[src/rtl/muldiv_pkg.sv]
// Shared definitions for the RV32M multiply/divide unit: funct3 codes, FSM states,
// special-case constants and funct3 decode helpers.
package muldiv_pkg;

    localparam int XLEN = 32;

    localparam logic [2:0] F3_MUL    = 3'b000;
    localparam logic [2:0] F3_MULH   = 3'b001;
    localparam logic [2:0] F3_MULHSU = 3'b010;
    localparam logic [2:0] F3_MULHU  = 3'b011;
    localparam logic [2:0] F3_DIV    = 3'b100;
    localparam logic [2:0] F3_DIVU   = 3'b101;
    localparam logic [2:0] F3_REM    = 3'b110;
    localparam logic [2:0] F3_REMU   = 3'b111;

    typedef enum logic [1:0] {
        IDLE = 2'b00,
        CALC = 2'b01,
        DONE = 2'b10
    } muldiv_state_t;

    localparam logic [XLEN-1:0] DIV0_QUOT = {XLEN{1'b1}};
    localparam logic [XLEN-1:0] INT_MIN   = {1'b1, {(XLEN-1){1'b0}}};

    function automatic logic f3_is_div(input logic [2:0] f3);
        return f3[2];
    endfunction

    function automatic logic f3_is_rem(input logic [2:0] f3);
        return f3[2] & f3[1];
    endfunction

    function automatic logic f3_a_signed(input logic [2:0] f3);
        case (f3)
            F3_MULH, F3_MULHSU, F3_DIV, F3_REM: return 1'b1;
            default:                            return 1'b0;
        endcase
    endfunction

    function automatic logic f3_b_signed(input logic [2:0] f3);
        case (f3)
            F3_MULH, F3_DIV, F3_REM: return 1'b1;
            default:                 return 1'b0;
        endcase
    endfunction

endpackage

[src/rtl/muldiv_iter_core.sv]
// Shared radix-2 datapath: shift-add multiply or restoring divide on unsigned magnitudes,
// one bit per step, with the iteration counter. Product = {hi,lo}; quotient = lo, remainder = hi.
module muldiv_iter_core
    import muldiv_pkg::*;
#(
    parameter int WIDTH = XLEN
) (
    input  logic             clk,
    input  logic             rst,
    input  logic             load,
    input  logic             step,
    input  logic             is_div,
    input  logic [WIDTH-1:0] mag_a,
    input  logic [WIDTH-1:0] mag_b,
    output logic [WIDTH-1:0] hi,
    output logic [WIDTH-1:0] lo,
    output logic             last
);

    localparam int CW = $clog2(WIDTH);

    logic [WIDTH-1:0] hi_r, lo_r, b_r;
    logic [CW-1:0]    count_r;
    logic             div_r;
    logic [WIDTH:0]   sum_s, shifted_s, diff_s;
    logic [WIDTH-1:0] hi_next_s, lo_next_s;

    // Next value of the hi/lo pair for one multiply or divide step
    always_comb begin
        sum_s     = {1'b0, hi_r} + (lo_r[0] ? {1'b0, b_r} : {(WIDTH+1){1'b0}});
        shifted_s = {hi_r, lo_r[WIDTH-1]};
        diff_s    = shifted_s - {1'b0, b_r};
        hi_next_s = hi_r;
        lo_next_s = lo_r;
        if (div_r) begin
            if (diff_s[WIDTH]) begin
                hi_next_s = shifted_s[WIDTH-1:0];
                lo_next_s = {lo_r[WIDTH-2:0], 1'b0};
            end else begin
                hi_next_s = diff_s[WIDTH-1:0];
                lo_next_s = {lo_r[WIDTH-2:0], 1'b1};
            end
        end else begin
            hi_next_s = sum_s[WIDTH:1];
            lo_next_s = {sum_s[0], lo_r[WIDTH-1:1]};
        end
    end

    // Datapath and iteration counter registers
    always_ff @(posedge clk or negedge rst) begin
        if (!rst) begin
            hi_r    <= {WIDTH{1'b0}};
            lo_r    <= {WIDTH{1'b0}};
            b_r     <= {WIDTH{1'b0}};
            div_r   <= 1'b0;
            count_r <= {CW{1'b0}};
        end else if (load) begin
            hi_r    <= {WIDTH{1'b0}};
            lo_r    <= mag_a;
            b_r     <= mag_b;
            div_r   <= is_div;
            count_r <= {CW{1'b0}};
        end else if (step) begin
            hi_r    <= hi_next_s;
            lo_r    <= lo_next_s;
            count_r <= count_r + {{(CW-1){1'b0}}, 1'b1};
        end else begin
            hi_r    <= hi_r;
            lo_r    <= lo_r;
            count_r <= count_r;
        end
    end

    assign hi   = hi_r;
    assign lo   = lo_r;
    assign last = (count_r == CW'(WIDTH - 1));

endmodule

[src/rtl/muldiv_unit.sv]
// RV32M iterative multiply/divide unit: FSM, sign fix-up, special-case decode, output registers.
// Optional MULDIV_FAST_MUL_EN selects a single-cycle array multiply for MUL*.
module muldiv_unit
    import muldiv_pkg::*;
#(
    parameter int WIDTH = XLEN
) (
    input  logic             clk,
    input  logic             rst,
    input  logic             start,
    input  logic [2:0]       funct3,
    input  logic [WIDTH-1:0] op_a,
    input  logic [WIDTH-1:0] op_b,
    input  logic [4:0]       rd_in,
    output logic             busy,
    output logic             done,
    output logic [WIDTH-1:0] result,
    output logic [4:0]       rd_out,
    output logic             we_out
);

    muldiv_state_t    state_r, state_next_s;
    logic [2:0]       f3_r;
    logic [4:0]       rd_r, rd_out_r;
    logic             neg_r, special_r, busy_r, done_r, we_r;
    logic [WIDTH-1:0] spec_val_r, result_r;

    logic             accept_s, sign_a_s, sign_b_s, neg_s, special_s, core_last_s;
    logic [WIDTH-1:0] mag_a_s, mag_b_s, special_val_s, core_hi_s, core_lo_s, quot_rem_s, final_s;
    logic [2*WIDTH-1:0] prod_s;
`ifdef MULDIV_FAST_MUL_EN
    logic [2*WIDTH-1:0] fast_prod_s;
`endif

    // busy stays high through the done cycle, so a new start is first taken in true idle
    assign accept_s = (state_r == IDLE) && !busy_r && start;

    // Operand magnitudes, result sign and special-case resolution at acceptance
    always_comb begin
        sign_a_s      = f3_a_signed(funct3) & op_a[WIDTH-1];
        sign_b_s      = f3_b_signed(funct3) & op_b[WIDTH-1];
        mag_a_s       = sign_a_s ? ({WIDTH{1'b0}} - op_a) : op_a;
        mag_b_s       = sign_b_s ? ({WIDTH{1'b0}} - op_b) : op_b;
        neg_s         = f3_is_rem(funct3) ? sign_a_s : (sign_a_s ^ sign_b_s);
        special_s     = 1'b0;
        special_val_s = {WIDTH{1'b0}};
`ifdef MULDIV_FAST_MUL_EN
        fast_prod_s   = {(2*WIDTH){1'b0}};
`endif
        if (f3_is_div(funct3)) begin
            if (op_b == {WIDTH{1'b0}}) begin
                special_s     = 1'b1;
                special_val_s = f3_is_rem(funct3) ? op_a : DIV0_QUOT;
            end else if (!funct3[0] && (op_a == INT_MIN) && (op_b == DIV0_QUOT)) begin
                special_s     = 1'b1;
                special_val_s = f3_is_rem(funct3) ? {WIDTH{1'b0}} : INT_MIN;
            end else begin
                special_s     = 1'b0;
            end
        end else begin
`ifdef MULDIV_FAST_MUL_EN
            special_s   = 1'b1;
            fast_prod_s = {{WIDTH{1'b0}}, mag_a_s} * {{WIDTH{1'b0}}, mag_b_s};
            if (neg_s) begin
                fast_prod_s = {(2*WIDTH){1'b0}} - fast_prod_s;
            end else begin
                fast_prod_s = fast_prod_s;
            end
            special_val_s = (funct3 == F3_MUL) ? fast_prod_s[WIDTH-1:0]
                                               : fast_prod_s[2*WIDTH-1:WIDTH];
`else
            special_s = 1'b0;
`endif
        end
    end

    muldiv_iter_core #(.WIDTH(WIDTH)) u_core (
        .clk    (clk),
        .rst    (rst),
        .load   (accept_s && !special_s),
        .step   (state_r == CALC),
        .is_div (f3_is_div(funct3)),
        .mag_a  (mag_a_s),
        .mag_b  (mag_b_s),
        .hi     (core_hi_s),
        .lo     (core_lo_s),
        .last   (core_last_s)
    );

    // Sign fix-up and half/quotient/remainder selection of the finished operation
    always_comb begin
        prod_s     = {core_hi_s, core_lo_s};
        quot_rem_s = f3_is_rem(f3_r) ? core_hi_s : core_lo_s;
        if (neg_r) begin
            prod_s     = {(2*WIDTH){1'b0}} - prod_s;
            quot_rem_s = {WIDTH{1'b0}} - quot_rem_s;
        end else begin
            prod_s     = prod_s;
        end
        if (special_r) begin
            final_s = spec_val_r;
        end else if (f3_is_div(f3_r)) begin
            final_s = quot_rem_s;
        end else begin
            final_s = (f3_r == F3_MUL) ? prod_s[WIDTH-1:0] : prod_s[2*WIDTH-1:WIDTH];
        end
    end

    // FSM next state
    always_comb begin
        state_next_s = state_r;
        case (state_r)
            IDLE: begin
                if (accept_s) begin
                    state_next_s = special_s ? DONE : CALC;
                end else begin
                    state_next_s = IDLE;
                end
            end
            CALC: begin
                if (core_last_s) begin
                    state_next_s = DONE;
                end else begin
                    state_next_s = CALC;
                end
            end
            DONE:    state_next_s = IDLE;
            default: state_next_s = IDLE;
        endcase
    end

    // State, latched request fields and registered outputs
    always_ff @(posedge clk or negedge rst) begin
        if (!rst) begin
            state_r    <= IDLE;
            f3_r       <= 3'b000;
            rd_r       <= 5'd0;
            neg_r      <= 1'b0;
            special_r  <= 1'b0;
            spec_val_r <= {WIDTH{1'b0}};
            busy_r     <= 1'b0;
            done_r     <= 1'b0;
            we_r       <= 1'b0;
            result_r   <= {WIDTH{1'b0}};
            rd_out_r   <= 5'd0;
        end else begin
            state_r <= state_next_s;
            if (accept_s) begin
                f3_r       <= funct3;
                rd_r       <= rd_in;
                neg_r      <= neg_s;
                special_r  <= special_s;
                spec_val_r <= special_val_s;
                busy_r     <= 1'b1;
            end else if (done_r) begin
                busy_r     <= 1'b0;
            end else begin
                busy_r     <= busy_r;
            end
            if (state_r == DONE) begin
                result_r <= final_s;
                rd_out_r <= rd_r;
                done_r   <= 1'b1;
                we_r     <= (rd_r != 5'd0);
            end else begin
                done_r   <= 1'b0;
                we_r     <= 1'b0;
            end
        end
    end

    assign busy   = busy_r;
    assign done   = done_r;
    assign we_out = we_r;
    assign result = result_r;
    assign rd_out = rd_out_r;

endmodule

[config.mk]
export PLATFORM = sky130hd
export DESIGN_NAME = muldiv_unit
export DESIGN_NICKNAME = d
export VERILOG_FILES = /design/src/rtl/muldiv_pkg.sv /design/src/rtl/muldiv_iter_core.sv /design/src/rtl/muldiv_unit.sv
export SDC_FILE = /design/constraint.sdc
export NUM_CORES = 1
export LEC_CHECK = 0
export CORE_MARGIN = 10
export CORE_UTILIZATION = 60
export DETAILED_ROUTE_END_ITERATION = 16
export HOLD_SLACK_MARGIN = 0.1
export PLACE_DENSITY = 0.85
export RECOVER_POWER = 100
export SYNTH_ARGS = -nofsm -noshare
export SYNTH_HDL_FRONTEND = slang
export SYNTH_SLANG_ARGS = --single-unit
[constraint.sdc]
create_clock -name clk -period 6.7 [get_ports clk]
set_clock_uncertainty 0.1 [all_clocks]
set_input_delay 1.005 -clock clk [delete_from_list [all_inputs] [get_ports clk]]
set_output_delay 1.005 -clock clk [all_outputs]
set_load 0.1 [all_outputs]
==> results of run 1 <==
per-stage QoR:
stage	std cells	hold WS (ns)
floorplan	2166	0.342
global placement	2524	0.348
detailed placement	2524	0.349
CTS	2555	0.368
global route	2555	0.373
finish	2556	0.367
path summary, 6_finish.rpt:
kind	start	endpoint	slack [ns]	depth (start not counted)
worst max-delay path	op_b[2]	u_core.hi[5]	0.96	9
worst min-delay path	done	busy	0.37	1
worst max register to register	state_r[0]	result[30]	1.59	9
worst min register to register	done	busy	0.37	1
max in group asynchronous	rst	spec_val_r[13]	2.08	2
min in group asynchronous	rst	u_core.b_r[14]	1.42	1
layout make-up:
| cell class | instances | share of cell area, % |
|---|---|---|
| Clock inverter | 14 | 0.843 |
| Antenna cell | 1 | 0.0135 |
| Inverter | 75 | 1.52 |
| Clock buffer | 17 | 2.29 |
| Sequential cell | 186 | 25.1 |
| Tap cell | 378 | 2.55 |
| Timing Repair Buffer | 138 | 6.97 |
| Multi-Input combinational cell | 1747 | 60.7 |
report_power, final:
group          leakage [nW]  switching, mW  total (mW)  internal [mW]
Combinational          5.12          0.109       0.187         0.0775
Clock                 0.279          0.503        1.03          0.528
Sequential             2.32              0        1.12           1.12
sequential cells by signal (all words and copies together) (netlist names):
register	cells
state_r	2
u_core.div_r	1
u_core.b_r	32
u_core.hi	32
done	1
u_core.lo	32
we_out	1
busy	1
spec_val_r	32
f3_r	3
result	32
rd_r	5
u_core.count_r	5
neg_r	1
rd_out	5
special_r	1
cells by family (layout without fill, tap and decap cells):
kind of cell,after synthesis,after routing,synth area share (%)
flip-flops,186,186,27.7
XOR/XNOR,194,194,10.1
multiplexers,86,86,5.28
AO/OA/AOI/OAI,680,680,25.1
adder cells (fa/ha/maj),73,73,5.52
buffers and inverters,233,244,5.37
other,0,1,0
AND/OR/NAND/NOR,714,714,20.9
layer usage:
layer	part of all wire [%]	up-vias	GRT usage, %	routed length, um
li1	-	7828	-	-
met1	40	8183	41.5	23300
met2	44	1044	48.5	25300
met3	12	169	10.3	7140
met4	3.8	0	12.2	2170
met5	0	-	0	0
synth_stat cells (all sizes together), types with 32 or more instances:
| master | n | area [um2] |
|---|---|---|
| a21o | 32 | 240 |
| a21oi | 211 | 1060 |
| clkbuf | 135 | 507 |
| dfrtp | 186 | 4650 |
| ha | 71 | 888 |
| inv | 75 | 282 |
| mux2i | 64 | 641 |
| nand2 | 222 | 833 |
| nand3 | 47 | 235 |
| nor2 | 187 | 702 |
| nor2b | 36 | 225 |
| nor3 | 41 | 205 |
| o21ai | 178 | 898 |
| xnor2 | 101 | 885 |
| xor2 | 93 | 815 |
worst max-delay path, delay by kind of cell:
family	cells	cell delay [ns]
buffers and inverters	2	1.02
AND/OR/NAND/NOR	3	1.91
AO/OA/AOI/OAI	4	2.02
==> metrics.yaml, run 1 <==
cts_inserted_buffers: 17
htree_levels: 4
kind_of_path_behind_the_tightest_hold_check: "register to register"
clkSlewWorstSetupHoldPaths_ns: 0.08
placeable_core_region_mm2: 0.0277
timing.final.hold_violations: 0
timing.max_cap.violations: 7
port_buffers: 114
finish.instance_area_mm2: 0.0185
detail_route.first_pass.iterations: 6
design.die.area_mm2: 0.0351
design.portCount: 115
drive_above_1_share_pct: 4.69
yosysWarnings: 0
num-fill-cells: 2344
status: "finished, violations left"
final_core_utilization_pct: 66.9
finalSetupViolCount: 0
clock_sink_count: 186
postRouteAntennaNets: 0
netlist-cell-type-count: 78
multi_input_gate_area_mm2: 0.0113
maximum_number_of_pins_on_one_net_before_global_route_repair: 122
vias_per_cell: 6.74
postRouteWirelength_um: 57900
power_density_mw_per_mm2: 126
syn_nets: 2314
wl_per_cell_um: 22.7
post_synth_inst_count: 2166
grt_use_total_pct: 31.9
cts_resized: 0
final-seq-area_mm2: 0.00466
synth_ff_type: "sky130_fd_sc_hd__dfrtp_1"
clock.fmax_mhz: 174
crit_required_ns: 6.96
postPlaceCellArea_mm2: 0.0180
critical_path.endpoint_type: "register"
fin_setup_tns_ns: 0
most-common-layout-cells: "sky130_fd_sc_hd__nand2_1 (222), sky130_fd_sc_hd__a21oi_1 (210), sky130_fd_sc_hd__nor2_1 (186)"
number_of_storage_elements_in_the_synthesis_netlist: 186
static-leakage-power_nw: 7.72
start_util_pct: 60.7
setup.worst_path.start_class: "input port"
design_power_total_mw: 2.34
place_worst_setup_slack_ns: 1.42
post-dp-hpwl_um: 42700
final_critical_path_setup_slack_ns: 0.958
grt_first_pass_wirelength_um: 91000
post_cts.repair.setup_buffers: 0
vias: 17224
synth_edf_count: 0
cts.hold.buffers_added: 0
timing_max_transition_violations_final: 421
synthesis.area_per_instance_um2: 7.77
clk_root_buffer_cell: "sky130_fd_sc_hd__clkbuf_16"
drt_iter0_drc: 2392
critical_path_class: "input port to register"
first_global_vias: 16317
post-route-period-util_pct: 85.7
area_growth_pct: 10.2
maxSlewHeadroom_pct: -108
cts.path.max_buffers: 2
worstSkewPairLatency_ns: 0.46
finalWorstPathRequiredPeriod_ns: 5.74
placement_rows: 61
most_common_library_cell_in_the_layout_ignoring_fill_and_taps: "sky130_fd_sc_hd__nand2_1"
worst-endpoint-arrival_ns: 6.00
cts_tree: "yes"
die_h_um: 187
rsz_0062_raised_after_global_routing: "false"
critPathMaxFanout: 17
drt_drc_violations_left: 0
chipWidth_um: 187
grt_antenna_before_repair: 1
failed_checks: "capacitance limit, slew limit"
path_cells: "dlygate4sd3_1, or4_1, nor4b_1, and4_1, a32oi_1, a21oi_1, buf_4, a22oi_1, o21ai_0"
cpPeakStageDelay_ns: 1.56
ys_async_sr_fraction_pct: 100
vdd.ir_drop.worst_mv: 0.144
overflow: 0
gp_congestion: 1.01
finish.net_count: 2313
mappedNetlistArea_mm2: 0.0168
synth.yosys.seq_area_share_pct: 27.7
cpMaxStageDelayCell: "sky130_fd_sc_hd__a21oi_1"
worst-slew-pin-transition_ns: 3.12
Power figures use the tool's default switching activity.
==> run 2: changes to the inputs <==
--- a/config.mk
+++ b/config.mk
@@ -7,6 +7,7 @@
 export LEC_CHECK = 0
 export CORE_MARGIN = 10
 export CORE_UTILIZATION = 60
+export CTS_CLUSTER_SIZE = 24
 export DETAILED_ROUTE_END_ITERATION = 16
 export HOLD_SLACK_MARGIN = 0.1
 export PLACE_DENSITY = 0.85
==> results of run 2 <==
No change in the layout: final DEF, timing and power equal those of run 1.
==> run 3: changes to the inputs <==
--- a/config.mk
+++ b/config.mk
@@ -12,6 +12,7 @@
 export HOLD_SLACK_MARGIN = 0.1
 export PLACE_DENSITY = 0.85
 export RECOVER_POWER = 100
+export SETUP_SLACK_MARGIN = 0.5
 export SYNTH_ARGS = -nofsm -noshare
 export SYNTH_HDL_FRONTEND = slang
 export SYNTH_SLANG_ARGS = --single-unit
==> results of run 3 <==
No change in the layout: final DEF, timing and power equal those of run 1.
